--- src/rtl/seg7_pkg.sv ---
// Shared constants and frame type for the seven-segment scan driver.
// Optional dimming is compiled in with the SEG7_DIM_EN macro (see seg7_scan_driver).
package seg7_pkg;

    // Active-low gfedcba patterns
    localparam logic [6:0] SEG_0     = 7'b1000000;
    localparam logic [6:0] SEG_1     = 7'b1111001;
    localparam logic [6:0] SEG_2     = 7'b0100100;
    localparam logic [6:0] SEG_3     = 7'b0110000;
    localparam logic [6:0] SEG_4     = 7'b0011001;
    localparam logic [6:0] SEG_5     = 7'b0010010;
    localparam logic [6:0] SEG_6     = 7'b0000010;
    localparam logic [6:0] SEG_7     = 7'b1111000;
    localparam logic [6:0] SEG_8     = 7'b0000000;
    localparam logic [6:0] SEG_9     = 7'b0010000;
    localparam logic [6:0] SEG_A     = 7'b0001000;
    localparam logic [6:0] SEG_B     = 7'b0000011;
    localparam logic [6:0] SEG_C     = 7'b1000110;
    localparam logic [6:0] SEG_D     = 7'b0100001;
    localparam logic [6:0] SEG_E     = 7'b0000110;
    localparam logic [6:0] SEG_F     = 7'b0001110;
    localparam logic [6:0] SEG_BLANK = 7'h7F;

    localparam logic [3:0] ANODE_OFF = 4'hF;

    typedef struct packed {
        logic [15:0] digits;
        logic [3:0]  blank;
        logic [3:0]  dp;
    } frame_t;

endpackage

--- src/rtl/seg7_hex_encoder.sv ---
// Combinational hex nibble to active-low seven-segment lookup with blanking.
module seg7_hex_encoder
    import seg7_pkg::*;
(
    input  logic [3:0] nibble,
    input  logic       blank,
    output logic [6:0] seg
);

    always_comb begin
        seg = SEG_BLANK;
        if (!blank) begin
            case (nibble)
                4'h0: seg = SEG_0;
                4'h1: seg = SEG_1;
                4'h2: seg = SEG_2;
                4'h3: seg = SEG_3;
                4'h4: seg = SEG_4;
                4'h5: seg = SEG_5;
                4'h6: seg = SEG_6;
                4'h7: seg = SEG_7;
                4'h8: seg = SEG_8;
                4'h9: seg = SEG_9;
                4'hA: seg = SEG_A;
                4'hB: seg = SEG_B;
                4'hC: seg = SEG_C;
                4'hD: seg = SEG_D;
                4'hE: seg = SEG_E;
                default: seg = SEG_F;
            endcase
        end
    end

endmodule

--- src/rtl/seg7_scan_driver.sv ---
// Four-digit common-anode display scanner with a double-buffered frame.
// Define SEG7_DIM_EN to shorten the on phase according to the dim input.
module seg7_scan_driver
    import seg7_pkg::*;
#(
    parameter int REFRESH_DIV  = 100_000,
    parameter int BLANK_CYCLES = 10
) (
    input  logic        clk,
    input  logic        rst,
    input  logic        load_valid,
    output logic        load_ready,
    input  logic [15:0] load_digits,
    input  logic [3:0]  load_blank,
    input  logic [3:0]  load_dp,
    input  logic [2:0]  dim,
    output logic [3:0]  an,
    output logic [7:0]  rish,
    output logic        frame_done
);

    localparam int TW = $clog2(REFRESH_DIV);

    logic [TW-1:0] scan_timer;
    logic [1:0]    digit_sel;
    frame_t        active;
    frame_t        pending;
    frame_t        load_frame;
    logic          pend_full;
    logic          slot_wrap;
    logic          frame_end;
    logic          accept;
    logic          on_phase;
    logic [3:0]    cur_digit;
    logic          cur_blank;
    logic          cur_dp;
    logic [6:0]    cur_seg;

    assign load_frame = {load_digits, load_blank, load_dp};
    assign load_ready = !pend_full;
    assign accept     = load_valid && !pend_full;
    assign slot_wrap  = (scan_timer == TW'(REFRESH_DIV - 1));
    assign frame_end  = slot_wrap && (digit_sel == 2'd3);

`ifdef SEG7_DIM_EN
    localparam int EIGHTH = REFRESH_DIV / 8;
    logic [TW:0] dim_limit;
    assign dim_limit = (TW+1)'((int'(dim) + 1) * EIGHTH);
    assign on_phase  = (scan_timer >= TW'(BLANK_CYCLES)) && ({1'b0, scan_timer} < dim_limit);
`else
    logic unused_dim;
    assign unused_dim = ^dim;
    assign on_phase   = (scan_timer >= TW'(BLANK_CYCLES));
`endif

    assign cur_digit = active.digits[{digit_sel, 2'b00} +: 4];
    assign cur_blank = active.blank[digit_sel];
    assign cur_dp    = active.dp[digit_sel];

    seg7_hex_encoder u_enc (
        .nibble (cur_digit),
        .blank  (cur_blank),
        .seg    (cur_seg)
    );

    always_ff @(posedge clk) begin
        if (!rst) begin
            scan_timer <= '0;
            digit_sel  <= '0;
            active     <= '{digits: 16'h0000, blank: 4'hF, dp: 4'h0};
            pend_full  <= 1'b0;
            an         <= ANODE_OFF;
            rish       <= 8'hFF;
            frame_done <= 1'b0;
        end else begin
            scan_timer <= slot_wrap ? '0 : scan_timer + 1'b1;
            if (slot_wrap)
                digit_sel <= digit_sel + 2'd1;
            frame_done <= frame_end;
            an         <= on_phase ? ~(4'b0001 << digit_sel) : ANODE_OFF;
            rish       <= on_phase ? {~cur_dp, cur_seg} : 8'hFF;
            // The active frame only ever changes on the digit3 wrap so nothing is shown half-updated
            if (frame_end && pend_full) begin
                active    <= pending;
                pend_full <= 1'b0;
            end else if (frame_end && accept) begin
                active <= load_frame;
            end else if (accept) begin
                pend_full <= 1'b1;
            end
        end
    end

    // Pending contents are meaningless while pend_full is low, so no reset is needed
    always_ff @(posedge clk) begin
        if (accept)
            pending <= load_frame;
    end

endmodule

--- config.mk ---
export PLATFORM = sky130hd
export DESIGN_NAME = seg7_scan_driver
export DESIGN_NICKNAME = d
export VERILOG_FILES = /design/src/rtl/seg7_pkg.sv /design/src/rtl/seg7_hex_encoder.sv /design/src/rtl/seg7_scan_driver.sv
export SDC_FILE = /design/constraint.sdc
export NUM_CORES = 1
export LEC_CHECK = 0
export ABC_CLOCK_PERIOD_IN_PS = 2900
export BUFFER_PORTS_ARGS = -buffer_cell sky130_fd_sc_hd__buf_2
export CAP_MARGIN = 15
export CORE_ASPECT_RATIO = 0.5
export CORE_UTILIZATION = 35
export DETAILED_ROUTE_END_ITERATION = 16
export SLEW_MARGIN = 15
export SYNTH_ARGS = -nofsm -noshare
export SYNTH_HDL_FRONTEND = slang
export SYNTH_HIERARCHICAL = 1
export SYNTH_SLANG_ARGS = --single-unit
--- constraint.sdc ---
create_clock -name clk -period 2.9 [get_ports clk]
set_input_delay 0.145 -clock clk [delete_from_list [all_inputs] [get_ports clk]]
set_output_delay 0.145 -clock clk [all_outputs]
set_load 0.01 [all_outputs]
-- Word level (Yosys, flattened, before mapping)
Memories as Yosys holds them, arrays and structs flattened. A register that Yosys moved wholly into a read port is not among the register bits.
Index checks and enable logic that the tools add are counted.
W data, S select, Z words.
- add/sub/neg operators: 2
- magnitude comparators: 2
- eq/ne operators: 2
- shifts and indexed selects: 2
- muxes and demuxes: 6
- bitwise gates (word level): 5
- reductions and logical operators: 11
- operators by type and width (kind ; number):
    $mux W24 ; 2
    $add A17 B1 Y17 const B ; 1
    $eq A17 B17 Y1 const B ; 1
    $ge A17 B4 Y1 const B ; 1
    $shiftx A16 B5 Y4 ; 1
    $bmux W1 S2 ; 2
    $logic_and A1 B1 Y1 ; 4
    $not A1 Y1 ; 4
    $not A4 Y4 ; 1
    $reduce_and A2 Y1 ; 2
    $reduce_or A2 Y1 ; 2
    $shl A1 B2 Y4 const A ; 1
    $lt A2 B3 Y1 const B ; 1
    $reduce_or A3 Y1 ; 1
    $add A2 B1 Y2 const B ; 1
    $eq A2 B2 Y1 const B ; 1
    $mux W1 ; 2
    $reduce_bool A2 Y1 ; 1
    $logic_not A1 Y1 ; 1
- register bits after elaboration: 74
- memory bits (read-only): 112
- word-level logic and storage cells: 43
- memories: 1
- memory list (name ; depth ; width ; read ports ; clocked after Yosys merged registers in ; wr ports ; line ; RTL):
    (name not given) ; 16 ; 7 ; 1 ; 1 ; 0 ; seg7_hex_encoder.sv:13 ; case (nibble)

-- Logic depth before layout (Yosys ltp)
Gate-level depths: netlist of run 1.
- depth in word-level cells: 5
- gate-level depth with buffers: 7

-- By module
The synthesis of run 1 kept the hierarchy.
- modules (own cells, without submodules) (module ; instances ; cells each ; area an instance (sq um) ; sequential area each (sq um)):
    seg7_scan_driver ; 1 ; 296 ; 3397.0 ; 1861.8
    seg7_hex_encoder ; 1 ; 36 ; 294.0 ; 0.0

-- Worst setup path after synthesis of run 1
OpenSTA, ideal clock, no wires.
- path kind: reg2reg
- start: register digit_sel[0]
- end: register rish[1]
- arrival time: 2.404 ns
- path slack: 0.379 ns
- stages on the path, launching flop included: 8
- buffers on the path: 1
- clock period less this slack: 2.521 ns
- path through: dfxtp_1 -> clkbuf_1 -> mux4_2 -> inv_1 -> ha_1 -> or2_1 -> a311o_1 -> nand2b_1
- elaborated cells between the ends (all ways): 4
- RTL lines (element ; line ; RTL):
    start: declaration ; seg7_scan_driver.sv:25 ; logic [1:0] digit_sel;
    start signal: assignment ; seg7_scan_driver.sv:78 ; digit_sel <= digit_sel + 2'd1;
    $shiftx A16 B5 Y4 ; seg7_scan_driver.sv:56 ; assign cur_digit = active.digits[{digit_sel, 2'b00} +: 4];
    via cur_digit[0] ; seg7_scan_driver.sv:34 ; logic [3:0] cur_digit;
    end: declaration ; seg7_scan_driver.sv:18 ; output logic [7:0] rish,
The timed path passes the listed nets, and every way through them passes these cells. The select of a mux whose other input is x is not followed.
A chain may end at the register's enable or synchronous reset.

-- Worst setup path in the final report of run 1
Same ends and word-level chain as after synthesis.

==> flow_summary.html, run 1 <==
<table>
<tr><th>Metric</th><th>Value</th></tr>
<tr><th colspan="2">Floorplanning</th></tr>
<tr><td>Die Outline Area</td><td>10990 um^2</td></tr>
<tr><td>Die extent in x</td><td>147.2 um</td></tr>
<tr><td>Initial standard-cell utilization of the core</td><td>36.13%</td></tr>
<tr><td>Rows</td><td>26</td></tr>
<tr><td># IOs</td><td>44</td></tr>
<tr><td>Vertical extent of the die</td><td>74.62 um</td></tr>
<tr><td>Core footprint</td><td>10210 um^2</td></tr>
<tr><th colspan="2">Clock tree</th></tr>
<tr><td>Clock sink count</td><td>81</td></tr>
<tr><td>Clock-pin slew reported for the worst setup and hold paths after clock tree synthesis</td><td>0.06 ns</td></tr>
<tr><td>Clock insertion delay at the later pin of the skew report</td><td>0.33 ns</td></tr>
<tr><td>Clk Tree Root Cell</td><td>sky130_fd_sc_hd__clkbuf_16</td></tr>
<tr><td>Post-cts resize count</td><td>0</td></tr>
<tr><td>Number of buffers between clock root and the deepest sink</td><td>2</td></tr>
<tr><td>Clock tree from TritonCTS</td><td>yes</td></tr>
<tr><td>H-Tree Level Count</td><td>3</td></tr>
<tr><td>Total clock buffers created by CTS</td><td>9</td></tr>
<tr><th colspan="2">Setup path</th></tr>
<tr><td>Cell chain of the critical path</td><td>mux4_2 &gt; inv_1 &gt; ha_1 &gt; or2_1 &gt; a311o_1 &gt; nand2b_1</td></tr>
<tr><td>Flop-to-flop setup slack</td><td>0.45 ns</td></tr>
<tr><td>Cell class contributing the biggest share of worst-path delay</td><td>multiplexers</td></tr>
<tr><td>RR Endpoint</td><td>rish[1]</td></tr>
<tr><td>Worst Path Buf+Inv</td><td>1</td></tr>
<tr><td>CP startpoint kind</td><td>flop</td></tr>
<tr><td>CP endpoint kind</td><td>flop</td></tr>
<tr><td>Max Fanout on Critical Path</td><td>7</td></tr>
<tr><td>Category of the critical setup timing path</td><td>reg2reg</td></tr>
<tr><td>Start of the worst register-to-register path</td><td>digit_sel[0]</td></tr>
<tr><td>Master of the slowest instance on the critical path</td><td>sky130_fd_sc_hd__mux4_2</td></tr>
<tr><td>CP peak stage delay</td><td>0.65 ns</td></tr>
<tr><td>Register-to-Register Path Depth</td><td>6</td></tr>
<tr><td>Data arrival time of the critical path</td><td>2.66 ns</td></tr>
<tr><td>CP required</td><td>3.11 ns</td></tr>
<tr><th colspan="2">Timing</th></tr>
<tr><td>Max Clock Freq</td><td>0.4081 GHz</td></tr>
<tr><td>Final setup TNS</td><td>0 ns</td></tr>
<tr><td>Max Slew Vio Count</td><td>0</td></tr>
<tr><td>Worst clock skew</td><td>0.003247 ns</td></tr>
<tr><td>RSZ-0062 raised after global routing</td><td>no</td></tr>
<tr><td>Hold Vio Cnt, Final</td><td>0</td></tr>
<tr><td>Actual slew at the worst max-slew pin</td><td>0.7470 ns</td></tr>
<tr><td>Slew margin rel.</td><td>49.74%</td></tr>
<tr><td>Period utilization</td><td>84.49%</td></tr>
<tr><td>Worst-case hold slack</td><td>0.01582 ns</td></tr>
<tr><td>Crit path time final</td><td>2.450 ns</td></tr>
<tr><td>Setup Viol. Count Final</td><td>0</td></tr>
<tr><th colspan="2">Yosys</th></tr>
<tr><td>Post-synthesis adder-cell area fraction</td><td>4.407%</td></tr>
<tr><td>Syn Std Cell Area</td><td>3691 um^2</td></tr>
<tr><td>Dominant combinational cell family by area after synthesis</td><td>simple AND/OR/NAND/NOR gates</td></tr>
<tr><td>Number of synthesized flops with an enable pin</td><td>24</td></tr>
<tr><td>Synthesized netlist net count</td><td>375</td></tr>
<tr><td>Share of the synthesized area in compound gates (AO/OA/AOI/OAI)</td><td>16.34%</td></tr>
<tr><td>Netlist cell types</td><td>48</td></tr>
<tr><td>Proportion of synthesized area in mux cells</td><td>5.085%</td></tr>
<tr><td>Yosys synthesis warning count</td><td>6</td></tr>
<tr><td>Flip-flop cell with the highest count after synthesis</td><td>sky130_fd_sc_hd__dfxtp_1</td></tr>
<tr><td>Flip-flop and latch count after synthesis</td><td>81</td></tr>
<tr><td>Post-Synth XOR/XNOR Area</td><td>2.847%</td></tr>
<tr><td>Sequential fraction of the synthesis area</td><td>50.44%</td></tr>
<tr><td>Cells after Synth</td><td>332</td></tr>
<tr><td>Fraction of registers with async set/reset</td><td>0%</td></tr>
<tr><td>Library cell with the largest summed area after synthesis</td><td>sky130_fd_sc_hd__dfxtp_1</td></tr>
<tr><td>Synthesized area per cell</td><td>11.12 um^2</td></tr>
<tr><td>Post-synth top area share</td><td>30.92%</td></tr>
<tr><td>Largest cells by area after synthesis</td><td>sky130_fd_sc_hd__dfxtp_1 (31%), sky130_fd_sc_hd__edfxtp_1 (20%), sky130_fd_sc_hd__o22ai_2 (6.8%)</td></tr>
<tr><td>Basic-gate share of the synthesized area counting and, or, nand and nor cells</td><td>16.51%</td></tr>
<tr><th colspan="2">Run status</th></tr>
<tr><td>Outcome</td><td>finished clean</td></tr>
<tr><th colspan="2">Layout</th></tr>
<tr><td>Post-synthesis to final-layout area growth</td><td>21.05%</td></tr>
<tr><td>Final layout net count</td><td>433</td></tr>
<tr><td>Layout cell share with drive strength beyond 1</td><td>23.54%</td></tr>
<tr><td>Post-layout instance count excluding filler cells</td><td>535</td></tr>
<tr><td>Filler instances</td><td>981</td></tr>
<tr><td>Diode count</td><td>0</td></tr>
<tr><td>Sequential cell area</td><td>1862 um^2</td></tr>
<tr><td>Multi-input gate area in the final layout</td><td>1670 um^2</td></tr>
<tr><th colspan="2">Worst hold path</th></tr>
<tr><td>Worst Hold End</td><td>pending[7]</td></tr>
<tr><td>Worst Hold Depth</td><td>1</td></tr>
<tr><td>Path class of the lowest-slack min-delay path</td><td>in2reg</td></tr>
<tr><td>Startpoint of the most critical hold path</td><td>load_blank[3]</td></tr>
<tr><th colspan="2">Placed design</th></tr>
<tr><td>Final HPWL from detailed placement</td><td>4976 um</td></tr>
<tr><td>RD Place Congestion</td><td>0.7669</td></tr>
<tr><td>Input/output buffers</td><td>40</td></tr>
<tr><td>Count of placed standard cells including taps</td><td>500</td></tr>
<tr><th colspan="2">Route</th></tr>
<tr><td>Post-route DRC</td><td>0</td></tr>
<tr><td>DRT antenna net count</td><td>0</td></tr>
<tr><td>Total wire length</td><td>7650 um</td></tr>
<tr><td>Number of vias after detailed routing</td><td>2664</td></tr>
<tr><td>Routed wirelength normalized by instance count</td><td>14.30 um</td></tr>
<tr><td>DRT Pass-1 Iters</td><td>4</td></tr>
<tr><td>Via/cell ratio</td><td>4.979</td></tr>
<tr><td>Violation count after the first detailed-routing iteration</td><td>166</td></tr>
<tr><th colspan="2">Global route</th></tr>
<tr><td>Global Route Usage Sum</td><td>14.62%</td></tr>
<tr><td>Number of global-route vias before repair</td><td>2462</td></tr>
<tr><td>Maximum number of pins on one net before global-route repair</td><td>34</td></tr>
<tr><td>GR Util met2</td><td>23.22%</td></tr>
<tr><td>Sum of overflow across all layers after global routing</td><td>0</td></tr>
<tr><td>Met1 capacity usage during global routing</td><td>19.14%</td></tr>
<tr><td>Global routing usage on met3</td><td>4.424%</td></tr>
<tr><td>Initial antenna violation count</td><td>0</td></tr>
<tr><td>Most congested layer reported by global routing</td><td>met2</td></tr>
<tr><td>Global-route wire length before repair</td><td>12270 um</td></tr>
<tr><th colspan="2">Pwr</th></tr>
<tr><td>Worst supply voltage drop on vdd</td><td>0.2218 mV</td></tr>
<tr><td>Leak pwr</td><td>1.549 nW</td></tr>
<tr><td>P per Cell Area</td><td>534.7 nW/um^2</td></tr>
<tr><th colspan="2">Job</th></tr>
<tr><td>Number of max-cap violations</td><td>0</td></tr>
</table>
-- sequential cells by signal (all words and copies together), names as in the netlist --
name and cells:
active 24, pending 24, scan_timer 17, rish 8
an 4, digit_sel 2, frame_done 1, pend_full 1
-- cells in the mapped netlist, drive strengths merged, types with 3 or more instances --
library cell	count
o22ai	40
nand2	35
a21oi	4
nor2	17
mux4	6
nor4	7
and3	3
dfxtp	57
edfxtp	24
and2	3
o21ai	12
nand2b	13
inv	10
or4	3
nand4	4
buf	10
or3	7
nor2b	3
nand3	10
xnor2	10
nor3	7
ha	13
o2111ai	4
mux2i	3
clkbuf	9
-- where the power goes --
part	switching [mW]	total [mW]	internal, mW
Combinational	0.0539	0.100	0.0462
Sequential	0.0120	1.20	1.19
Clock	0.426	1.08	0.658
Total	0.492	2.39	1.90
-- metrics by stage --
stage               power, mW  utilization (%)  worst slack [ns]  area [um^2]
global placement        1.310            39.14            0.4641         3998
floorplan               1.272                -            0.3792         3691
CTS                     2.425            43.74            0.4193         4468
finish                  2.389            43.74            0.4497         4468
detailed placement      1.310            39.14            0.4383         3998
global route            2.473            43.74            0.2653         4468
-- layout make-up --
class	instances	area share, %
sequential	81	41.67
clock inverter	5	1.064
inverter	10	0.8401
timing repair buffer	66	9.913
tap	140	3.920
clock buffer	11	5.209
multi-input combinational	222	37.38
-- worst max path at each step --
stage	start	slack [ns]	end	cells past startpoint
6_report	digit_sel[0]	0.45	rish[1]	6
5_1_grt	digit_sel[0]	0.27	rish[1]	6
4_1_cts	digit_sel[0]	0.42	rish[1]	6
3_5_place_dp	digit_sel[0]	0.44	rish[1]	6
3_3_place_gp	digit_sel[0]	0.46	rish[1]	6
2_1_floorplan	digit_sel[0]	0.38	rish[1]	7
-- layout by cell type (no fill, tap or decap), drive strengths merged, types with 2 or more instances in the layout --
cell type / instances
dfxtp: 57
buf: 47
o22ai: 40
nand2: 35
edfxtp: 24
dlygate4sd3: 19
nor2: 17
nand2b: 13
ha: 13
o21ai: 12
clkbuf: 11
inv: 10
xnor2: 10
nand3: 10
nor4: 7
or3: 7
nor3: 7
mux4: 6
nand4: 4
a21oi: 4
o2111ai: 4
clkinv: 4
and3: 3
and2: 3
mux2i: 3
or4: 3
nor2b: 3
xor2: 2
a32oi: 2
mux2: 2
a211o: 2
a21boi: 2
-- repair_timing --
item	in CTS	in global routing
buffers inserted	0	0
endpoints found under the hold margin	19	0
setup endpoints to repair	0	0
hold buffers	19	0
-- cell families after synthesis --
| group | count (synthesis) |
|---|---|
| simple gates | 114 |
| flops | 81 |
| compound gates | 72 |
| buf+inv | 29 |
| fa+ha+maj | 13 |
| xor+xnor | 12 |
| mux | 11 |
-- routing by layer --
| metal | routed length, um | share of wire (%) |
|---|---|---|
| met5 | 0 | 0 |
| met4 | 115 | 1.5 |
| met3 | 313 | 4.1 |
| met2 | 3410 | 45 |
| met1 | 3811 | 50 |
(Power assumes the default switching activity.)
==> run 2: changes to the inputs <==
Settings changed: ABC_CLOCK_PERIOD_IN_PS 2900 to 2400.
Clock period 2.9 ns to 2.4 ns, I/O delays scaled along.
==> run 2 against run 1 <==
  * Flip-flop and latch count did not move
  * First-iteration DRC count rose by 9.0%
  * Setup slack lost 0.28 ns
  * Cell area increased by 2.2%
  * Combinational power grew 28%
  * Non-clock buffer count up 4
  * Via count is 0.86% higher
  * Die area did not move
  * Clock skew up 0.0029 ns
  * Hold slack better by 0.088 ns
  * Global-route usage increased by 0.13 points
  * Largest power group unchanged
  * Highest routed layer unchanged
==> flow_summary.html, run 2 (synthesis gave the netlist of run 1 again) <==
<table>
<tr><th>Metric</th><th>Value</th></tr>
<tr><th colspan="2">Setup path</th></tr>
<tr><td>CP peak stage delay</td><td>0.60 ns</td></tr>
<tr><td>Start of the worst register-to-register path</td><td>digit_sel[0]</td></tr>
<tr><td>Data arrival time of the critical path</td><td>2.43 ns</td></tr>
<tr><td>Max Fanout on Critical Path</td><td>7</td></tr>
<tr><td>Worst Path Buf+Inv</td><td>1</td></tr>
<tr><td>Master of the slowest instance on the critical path</td><td>sky130_fd_sc_hd__mux4_2</td></tr>
<tr><td>Register-to-Register Path Depth</td><td>6</td></tr>
<tr><td>Cell class contributing the biggest share of worst-path delay</td><td>multiplexers</td></tr>
<tr><td>Category of the critical setup timing path</td><td>reg2reg</td></tr>
<tr><td>Cell chain of the critical path</td><td>mux4_2 &gt; inv_1 &gt; ha_1 &gt; or2_1 &gt; a311o_1 &gt; nand2b_1</td></tr>
<tr><td>CP endpoint kind</td><td>flop</td></tr>
<tr><td>CP required</td><td>2.60 ns</td></tr>
<tr><td>RR Endpoint</td><td>rish[1]</td></tr>
<tr><td>Flop-to-flop setup slack</td><td>0.17 ns</td></tr>
<tr><td>CP startpoint kind</td><td>flop</td></tr>
<tr><th colspan="2">Floorplanning</th></tr>
<tr><td>Die Outline Area</td><td>10990 um^2</td></tr>
<tr><td>Die extent in x</td><td>147.2 um</td></tr>
<tr><td># IOs</td><td>44</td></tr>
<tr><td>Rows</td><td>26</td></tr>
<tr><td>Core footprint</td><td>10210 um^2</td></tr>
<tr><td>Initial standard-cell utilization of the core</td><td>36.13%</td></tr>
<tr><td>Vertical extent of the die</td><td>74.62 um</td></tr>
<tr><th colspan="2">Pwr</th></tr>
<tr><td>Clock power share</td><td>47.7%</td></tr>
<tr><td>Portion of total power attributed to combinational logic</td><td>4.2%</td></tr>
<tr><td>Internal power</td><td>2.427 mW</td></tr>
<tr><td>Net Switching</td><td>0.6018 mW</td></tr>
<tr><td>Sequential cell fraction of total power</td><td>48.1%</td></tr>
<tr><td>Worst supply voltage drop on vdd</td><td>0.4006 mV</td></tr>
<tr><td>Leak pwr</td><td>1.588 nW</td></tr>
<tr><td>Sw Share</td><td>19.87%</td></tr>
<tr><td>P per Cell Area</td><td>663.6 nW/um^2</td></tr>
<tr><th colspan="2">Global route</th></tr>
<tr><td>Global Route Usage Sum</td><td>14.75%</td></tr>
<tr><td>Initial antenna violation count</td><td>0</td></tr>
<tr><td>Maximum number of pins on one net before global-route repair</td><td>34</td></tr>
<tr><td>Number of global-route vias before repair</td><td>2506</td></tr>
<tr><td>Global-route wire length before repair</td><td>12620 um</td></tr>
<tr><td>Sum of overflow across all layers after global routing</td><td>0</td></tr>
<tr><th colspan="2">Timing</th></tr>
<tr><td>Worst clock skew</td><td>0.006143 ns</td></tr>
<tr><td>Worst-case hold slack</td><td>0.1035 ns</td></tr>
<tr><td>Crit path time final</td><td>2.230 ns</td></tr>
<tr><td>Max Clock Freq</td><td>0.4484 GHz</td></tr>
<tr><td>Period utilization</td><td>92.92%</td></tr>
<tr><td>Actual slew at the worst max-slew pin</td><td>0.7032 ns</td></tr>
<tr><td>Hold Vio Cnt, Final</td><td>0</td></tr>
<tr><td>Slew margin rel.</td><td>52.69%</td></tr>
<tr><td>RSZ-0062 raised after global routing</td><td>no</td></tr>
<tr><td>Max Slew Vio Count</td><td>0</td></tr>
<tr><td>Setup Viol. Count Final</td><td>0</td></tr>
<tr><td>Final setup TNS</td><td>0 ns</td></tr>
<tr><th colspan="2">Worst hold path</th></tr>
<tr><td>Path class of the lowest-slack min-delay path</td><td>in2reg</td></tr>
<tr><td>Startpoint of the most critical hold path</td><td>load_valid</td></tr>
<tr><td>Worst Hold Depth</td><td>3</td></tr>
<tr><td>Worst Hold End</td><td>pend_full</td></tr>
<tr><th colspan="2">Route</th></tr>
<tr><td>Violation count after the first detailed-routing iteration</td><td>181</td></tr>
<tr><td>Routed wirelength normalized by instance count</td><td>14.40 um</td></tr>
<tr><td>DRT antenna net count</td><td>0</td></tr>
<tr><td>Via/cell ratio</td><td>4.985</td></tr>
<tr><td>Total wire length</td><td>7761 um</td></tr>
<tr><td>Post-route DRC</td><td>0</td></tr>
<tr><td>Number of vias after detailed routing</td><td>2687</td></tr>
<tr><td>DRT Pass-1 Iters</td><td>4</td></tr>
<tr><th colspan="2">Placed design</th></tr>
<tr><td>Count of placed standard cells including taps</td><td>499</td></tr>
<tr><td>Final HPWL from detailed placement</td><td>5028 um</td></tr>
<tr><td>RD Place Congestion</td><td>0.8083</td></tr>
<tr><td>Input/output buffers</td><td>40</td></tr>
<tr><th colspan="2">Clock tree</th></tr>
<tr><td>Clk Tree Root Cell</td><td>sky130_fd_sc_hd__clkbuf_16</td></tr>
<tr><td>H-Tree Level Count</td><td>3</td></tr>
<tr><td>Total clock buffers created by CTS</td><td>9</td></tr>
<tr><td>Clock insertion delay at the later pin of the skew report</td><td>0.33 ns</td></tr>
<tr><td>Number of buffers between clock root and the deepest sink</td><td>2</td></tr>
<tr><td>Clock-pin slew reported for the worst setup and hold paths after clock tree synthesis</td><td>0.06 ns</td></tr>
<tr><td>Clock sink count</td><td>81</td></tr>
<tr><td>Clock tree from TritonCTS</td><td>yes</td></tr>
<tr><th colspan="2">Layout</th></tr>
<tr><td>Most common cell after layout, fill and taps aside</td><td>sky130_fd_sc_hd__dfxtp_1</td></tr>
<tr><td>Post-synthesis to final-layout area growth</td><td>23.66%</td></tr>
<tr><td>Largest registers in the final layout</td><td>active x24, pending x24, scan_timer x17</td></tr>
<tr><td>Layout cell share with drive strength beyond 1</td><td>23.81%</td></tr>
<tr><td>Filler instances</td><td>981</td></tr>
<tr><td>Most frequent cells in the layout</td><td>sky130_fd_sc_hd__dfxtp_1 (56), sky130_fd_sc_hd__buf_2 (40), sky130_fd_sc_hd__nand2_1 (35)</td></tr>
<tr><td>Final layout net count</td><td>437</td></tr>
<tr><td>Diode count</td><td>0</td></tr>
<tr><td>Post-layout instance count excluding filler cells</td><td>539</td></tr>
<tr><th colspan="2">Job</th></tr>
<tr><td>Number of max-cap violations</td><td>0</td></tr>
<tr><th colspan="2">Run status</th></tr>
<tr><td>Outcome</td><td>finished clean</td></tr>
</table>
[run 2: cell types whose count changed in the layout (fill, tap and decap cells not counted), sizes merged]
cell	delta
clkinv	-3
buf	-1
dlygate4sd3	+5
clkbuf	+3
[run 2: power by group through the flow]
stage / registers, mW / clock network [mW] / logic [mW]
2_1_floorplan: 1.48 / 0 / 0.0555
3_5_place_dp: 1.49 / 0 / 0.0985
6_report: 1.46 / 1.44 / 0.128
3_3_place_gp: 1.48 / 0 / 0.0982
4_1_cts: 1.46 / 1.47 / 0.129
5_1_grt: 1.46 / 1.52 / 0.142
[run 2: what timing repair did]
action / CTS / global route
buffers inserted: 0 / 0
endpoints found under the hold margin: 24 / 0
resized for setup: 0 / 1
hold buffers: 24 / 0
setup endpoints to repair: 0 / 1
[run 2: layout make-up]
cell class	count	area, um^2	share of cell area [%]
flip-flops and latches	81	1863	40.82
well taps	140	175.2	3.838
repair buffers	70	498.0	10.91
clock inverters	2	35.03	0.7675
clock buffers	14	285.3	6.250
inverters	10	37.54	0.8224
multi-input cells	222	1670	36.60
[run 2: per-stage QoR]
step	power, mW	setup slack [ns]	utilization, %	area (um^2)
final	3.029	0.1700	44.68	4564
after CTS	3.059	0.07990	44.67	4563
after global routing	3.117	0.05376	44.68	4564
after global placement	1.583	0.1324	39.18	4003
after detailed placement	1.584	0.09681	39.18	4003
after floorplan	1.538	0.05864	-	3692
[run 2: worst reg2reg max path, cell delays in order, from the launching register on]
cell and delay [ns]:
sky130_fd_sc_hd__dfxtp_2 0.38, sky130_fd_sc_hd__mux4_2 0.60, sky130_fd_sc_hd__inv_1 0.17, sky130_fd_sc_hd__ha_1 0.25, sky130_fd_sc_hd__or2_1 0.24, sky130_fd_sc_hd__a311o_1 0.34
sky130_fd_sc_hd__nand2b_1 0.14
[run 2: worst max-delay path by stage]
| stage | startpoint | to | slack, ns | cells past startpoint |
|---|---|---|---|---|
| floorplan | digit_sel[0] | rish[1] | 0.06 | 7 |
| global placement | digit_sel[0] | rish[1] | 0.13 | 6 |
| detailed placement | digit_sel[0] | rish[1] | 0.1 | 6 |
| CTS | digit_sel[0] | rish[1] | 0.08 | 6 |
| global route | digit_sel[0] | rish[1] | 0.05 | 6 |
| finish | digit_sel[0] | rish[1] | 0.17 | 6 |
[run 2: layer usage]
| layer | share of wire (%) | global-route usage [%] |
|---|---|---|
| met4 | 1.5 | 5.842 |
| met1 | 51 | 19.77 |
| met3 | 2.4 | 3.152 |
| met2 | 45 | 23.79 |
| met5 | 0 | 0 |
==> run 3: changes to the inputs <==
Settings changed: CORE_UTILIZATION 35 to 50, PLACE_DENSITY set to 0.7.
==> run 3 against run 2 <==
  * Utilization grew 21 points
  * Clock skew down 0.00066 ns
  * Final cell count decreased by 8.2%
  * Maximum frequency is 1.7% lower
  * Register-to-register slack got worse by 0.04 ns
  * First-iteration DRC count grew 5.5%
  * Largest cell class unchanged
  * Largest power group unchanged
==> flow_summary.html, run 3 (synthesis gave the netlist of run 1 again) <==
<table>
<tr><th>Metric</th><th>Value</th></tr>
<tr><th colspan="2">Clock tree</th></tr>
<tr><td>Number of buffers between clock root and the deepest sink</td><td>2</td></tr>
<tr><td>H-Tree Level Count</td><td>3</td></tr>
<tr><td>Clock insertion delay at the later pin of the skew report</td><td>0.34 ns</td></tr>
<tr><td>Clock-pin slew reported for the worst setup and hold paths after clock tree synthesis</td><td>0.06 ns</td></tr>
<tr><td>Clk Tree Root Cell</td><td>sky130_fd_sc_hd__clkbuf_16</td></tr>
<tr><td>Total clock buffers created by CTS</td><td>9</td></tr>
<tr><td>Clock tree from TritonCTS</td><td>yes</td></tr>
<tr><td>Clock sink count</td><td>81</td></tr>
<tr><th colspan="2">Setup path</th></tr>
<tr><td>CP endpoint kind</td><td>flop</td></tr>
<tr><td>Master of the slowest instance on the critical path</td><td>sky130_fd_sc_hd__mux4_2</td></tr>
<tr><td>Start of the worst register-to-register path</td><td>digit_sel[0]</td></tr>
<tr><td>Cell class contributing the biggest share of worst-path delay</td><td>multiplexers</td></tr>
<tr><td>Flop-to-flop setup slack</td><td>0.13 ns</td></tr>
<tr><td>CP required</td><td>2.61 ns</td></tr>
<tr><td>CP startpoint kind</td><td>flop</td></tr>
<tr><td>Data arrival time of the critical path</td><td>2.48 ns</td></tr>
<tr><td>Worst Path Buf+Inv</td><td>1</td></tr>
<tr><td>Register-to-Register Path Depth</td><td>6</td></tr>
<tr><td>RR Endpoint</td><td>rish[1]</td></tr>
<tr><td>Cell chain of the critical path</td><td>mux4_2 &gt; inv_1 &gt; ha_1 &gt; or2_1 &gt; a311o_1 &gt; nand2b_1</td></tr>
<tr><td>Max Fanout on Critical Path</td><td>6</td></tr>
<tr><td>CP peak stage delay</td><td>0.60 ns</td></tr>
<tr><td>Category of the critical setup timing path</td><td>reg2reg</td></tr>
<tr><td>Total number of cells along the worst setup path</td><td>6</td></tr>
<tr><th colspan="2">Global route</th></tr>
<tr><td>Initial antenna violation count</td><td>0</td></tr>
<tr><td>Global-route wire length before repair</td><td>12910 um</td></tr>
<tr><td>Maximum number of pins on one net before global-route repair</td><td>30</td></tr>
<tr><td>Global Route Usage Sum</td><td>22.59%</td></tr>
<tr><td>Sum of overflow across all layers after global routing</td><td>0</td></tr>
<tr><td>Number of global-route vias before repair</td><td>2718</td></tr>
<tr><th colspan="2">Placed design</th></tr>
<tr><td>Count of placed standard cells including taps</td><td>454</td></tr>
<tr><td>Dpl ws</td><td>0.06890 ns</td></tr>
<tr><td>RD Place Congestion</td><td>0.8312</td></tr>
<tr><td>Final HPWL from detailed placement</td><td>5092 um</td></tr>
<tr><td>Input/output buffers</td><td>40</td></tr>
<tr><th colspan="2">Worst hold path</th></tr>
<tr><td>Path class of the lowest-slack min-delay path</td><td>in2reg</td></tr>
<tr><td>Startpoint of the most critical hold path</td><td>load_valid</td></tr>
<tr><td>Worst Hold Depth</td><td>3</td></tr>
<tr><td>Worst Hold End</td><td>pend_full</td></tr>
<tr><th colspan="2">Layout</th></tr>
<tr><td>Post-synthesis to final-layout area growth</td><td>22.20%</td></tr>
<tr><td>Most frequent cells in the layout</td><td>sky130_fd_sc_hd__dfxtp_1 (56), sky130_fd_sc_hd__buf_2 (40), sky130_fd_sc_hd__nand2_1 (35)</td></tr>
<tr><td>Final layout net count</td><td>441</td></tr>
<tr><td>Largest registers in the final layout</td><td>active x24, pending x24, scan_timer x17</td></tr>
<tr><td>Layout cell share with drive strength beyond 1</td><td>25.06%</td></tr>
<tr><td>Post-layout instance count excluding filler cells</td><td>495</td></tr>
<tr><td>Most common cell after layout, fill and taps aside</td><td>sky130_fd_sc_hd__dfxtp_1</td></tr>
<tr><td>Filler instances</td><td>541</td></tr>
<tr><td>Diode count</td><td>0</td></tr>
<tr><td>End-of-flow core utilization</td><td>65.27%</td></tr>
<tr><th colspan="2">Floorplanning</th></tr>
<tr><td>Core footprint</td><td>6910 um^2</td></tr>
<tr><td># IOs</td><td>44</td></tr>
<tr><td>Die extent in x</td><td>123.5 um</td></tr>
<tr><td>Die Outline Area</td><td>7751 um^2</td></tr>
<tr><td>Initial standard-cell utilization of the core</td><td>53.41%</td></tr>
<tr><td>Vertical extent of the die</td><td>62.76 um</td></tr>
<tr><td>Rows</td><td>21</td></tr>
<tr><th colspan="2">Route</th></tr>
<tr><td>Total wire length</td><td>7826 um</td></tr>
<tr><td>DRT antenna net count</td><td>0</td></tr>
<tr><td>Post-route DRC</td><td>0</td></tr>
<tr><td>Via/cell ratio</td><td>5.584</td></tr>
<tr><td>Violation count after the first detailed-routing iteration</td><td>191</td></tr>
<tr><td>Routed wirelength normalized by instance count</td><td>15.81 um</td></tr>
<tr><td>DRT Pass-1 Iters</td><td>5</td></tr>
<tr><td>Number of vias after detailed routing</td><td>2764</td></tr>
<tr><th colspan="2">Run status</th></tr>
<tr><td>Outcome</td><td>finished clean</td></tr>
<tr><th colspan="2">Pwr</th></tr>
<tr><td>Leak pwr</td><td>1.599 nW</td></tr>
<tr><td>Worst supply voltage drop on vdd</td><td>0.3685 mV</td></tr>
<tr><td>P per Cell Area</td><td>652.4 nW/um^2</td></tr>
<tr><td>Total chip power</td><td>2.943 mW</td></tr>
<tr><th colspan="2">Timing</th></tr>
<tr><td>Setup WS post-layout</td><td>0.1321 ns</td></tr>
<tr><td>Setup Viol. Count Final</td><td>0</td></tr>
<tr><td>Hold Vio Cnt, Final</td><td>0</td></tr>
<tr><td>Max Slew Vio Count</td><td>0</td></tr>
<tr><td>Max Clock Freq</td><td>0.4409 GHz</td></tr>
<tr><td>Actual slew at the worst max-slew pin</td><td>0.8085 ns</td></tr>
<tr><td>Period utilization</td><td>94.49%</td></tr>
<tr><td>Worst clock skew</td><td>0.005481 ns</td></tr>
<tr><td>Crit path time final</td><td>2.268 ns</td></tr>
<tr><td>Final setup TNS</td><td>0 ns</td></tr>
<tr><td>Slew margin rel.</td><td>45.60%</td></tr>
<tr><td>RSZ-0062 raised after global routing</td><td>no</td></tr>
<tr><th colspan="2">Job</th></tr>
<tr><td>Number of max-cap violations</td><td>0</td></tr>
</table>
run 3: metal layers:
layer	track usage (%)	routed length, um	up-vias
li1	-	-	1354
met1	27.34	3372	1322
met2	36.59	3856	69
met3	7.391	414	19
met4	10.24	182	0
met5	0	0	-
run 3: tightest hold or removal path: stages:
cell                      delay [ns]
sky130_fd_sc_hd__buf_2          0.10
sky130_fd_sc_hd__o21ai_0        0.07
sky130_fd_sc_hd__a21oi_1        0.11
run 3: per-stage QoR:
stage	area (um^2)	hold slack [ns]
floorplan	3692	0.2189
global placement	3965	0.3126
detailed placement	3965	0.3130
CTS	4502	0.08529
global route	4511	0.1101
finish	4511	0.08450
run 3: cell type report:
cell class	count	area (um^2)	share of cell area, %
sequential	81	1863	41.30
multi-input combinational	222	1670	37.03
timing repair buffer	74	528.0	11.71
clock buffer	10	239.0	5.298
tap	92	115.1	2.552
clock inverter	6	57.56	1.276
inverter	10	37.54	0.8322
run 3: power by group:
| group | switching (mW) | total (mW) | internal (mW) | leakage, nW |
|---|---|---|---|---|
| sequential | 0.0156 | 1.46 | 1.44 | 0.690 |
| clock | 0.531 | 1.36 | 0.825 | 0.148 |
| combinational | 0.0676 | 0.130 | 0.0622 | 0.761 |
run 3: how the worst max path moves through the flow:
stage            startpoint       to  slack [ns]
2_1_floorplan  digit_sel[0]  rish[1]        0.06
3_3_place_gp   digit_sel[0]  rish[1]        0.16
3_5_place_dp   digit_sel[0]  rish[1]        0.07
4_1_cts        digit_sel[0]  rish[1]        0.06
5_1_grt        digit_sel[0]  rish[1]        0.04
6_report       digit_sel[0]  rish[1]        0.13
run 3: what timing repair did:
action | in CTS | in global routing
hold buffers | 24 | 0
resized for setup | 0 | 1
buffers inserted | 0 | 1
hold endpoints to repair | 24 | 0
endpoints found under the setup margin | 0 | 1
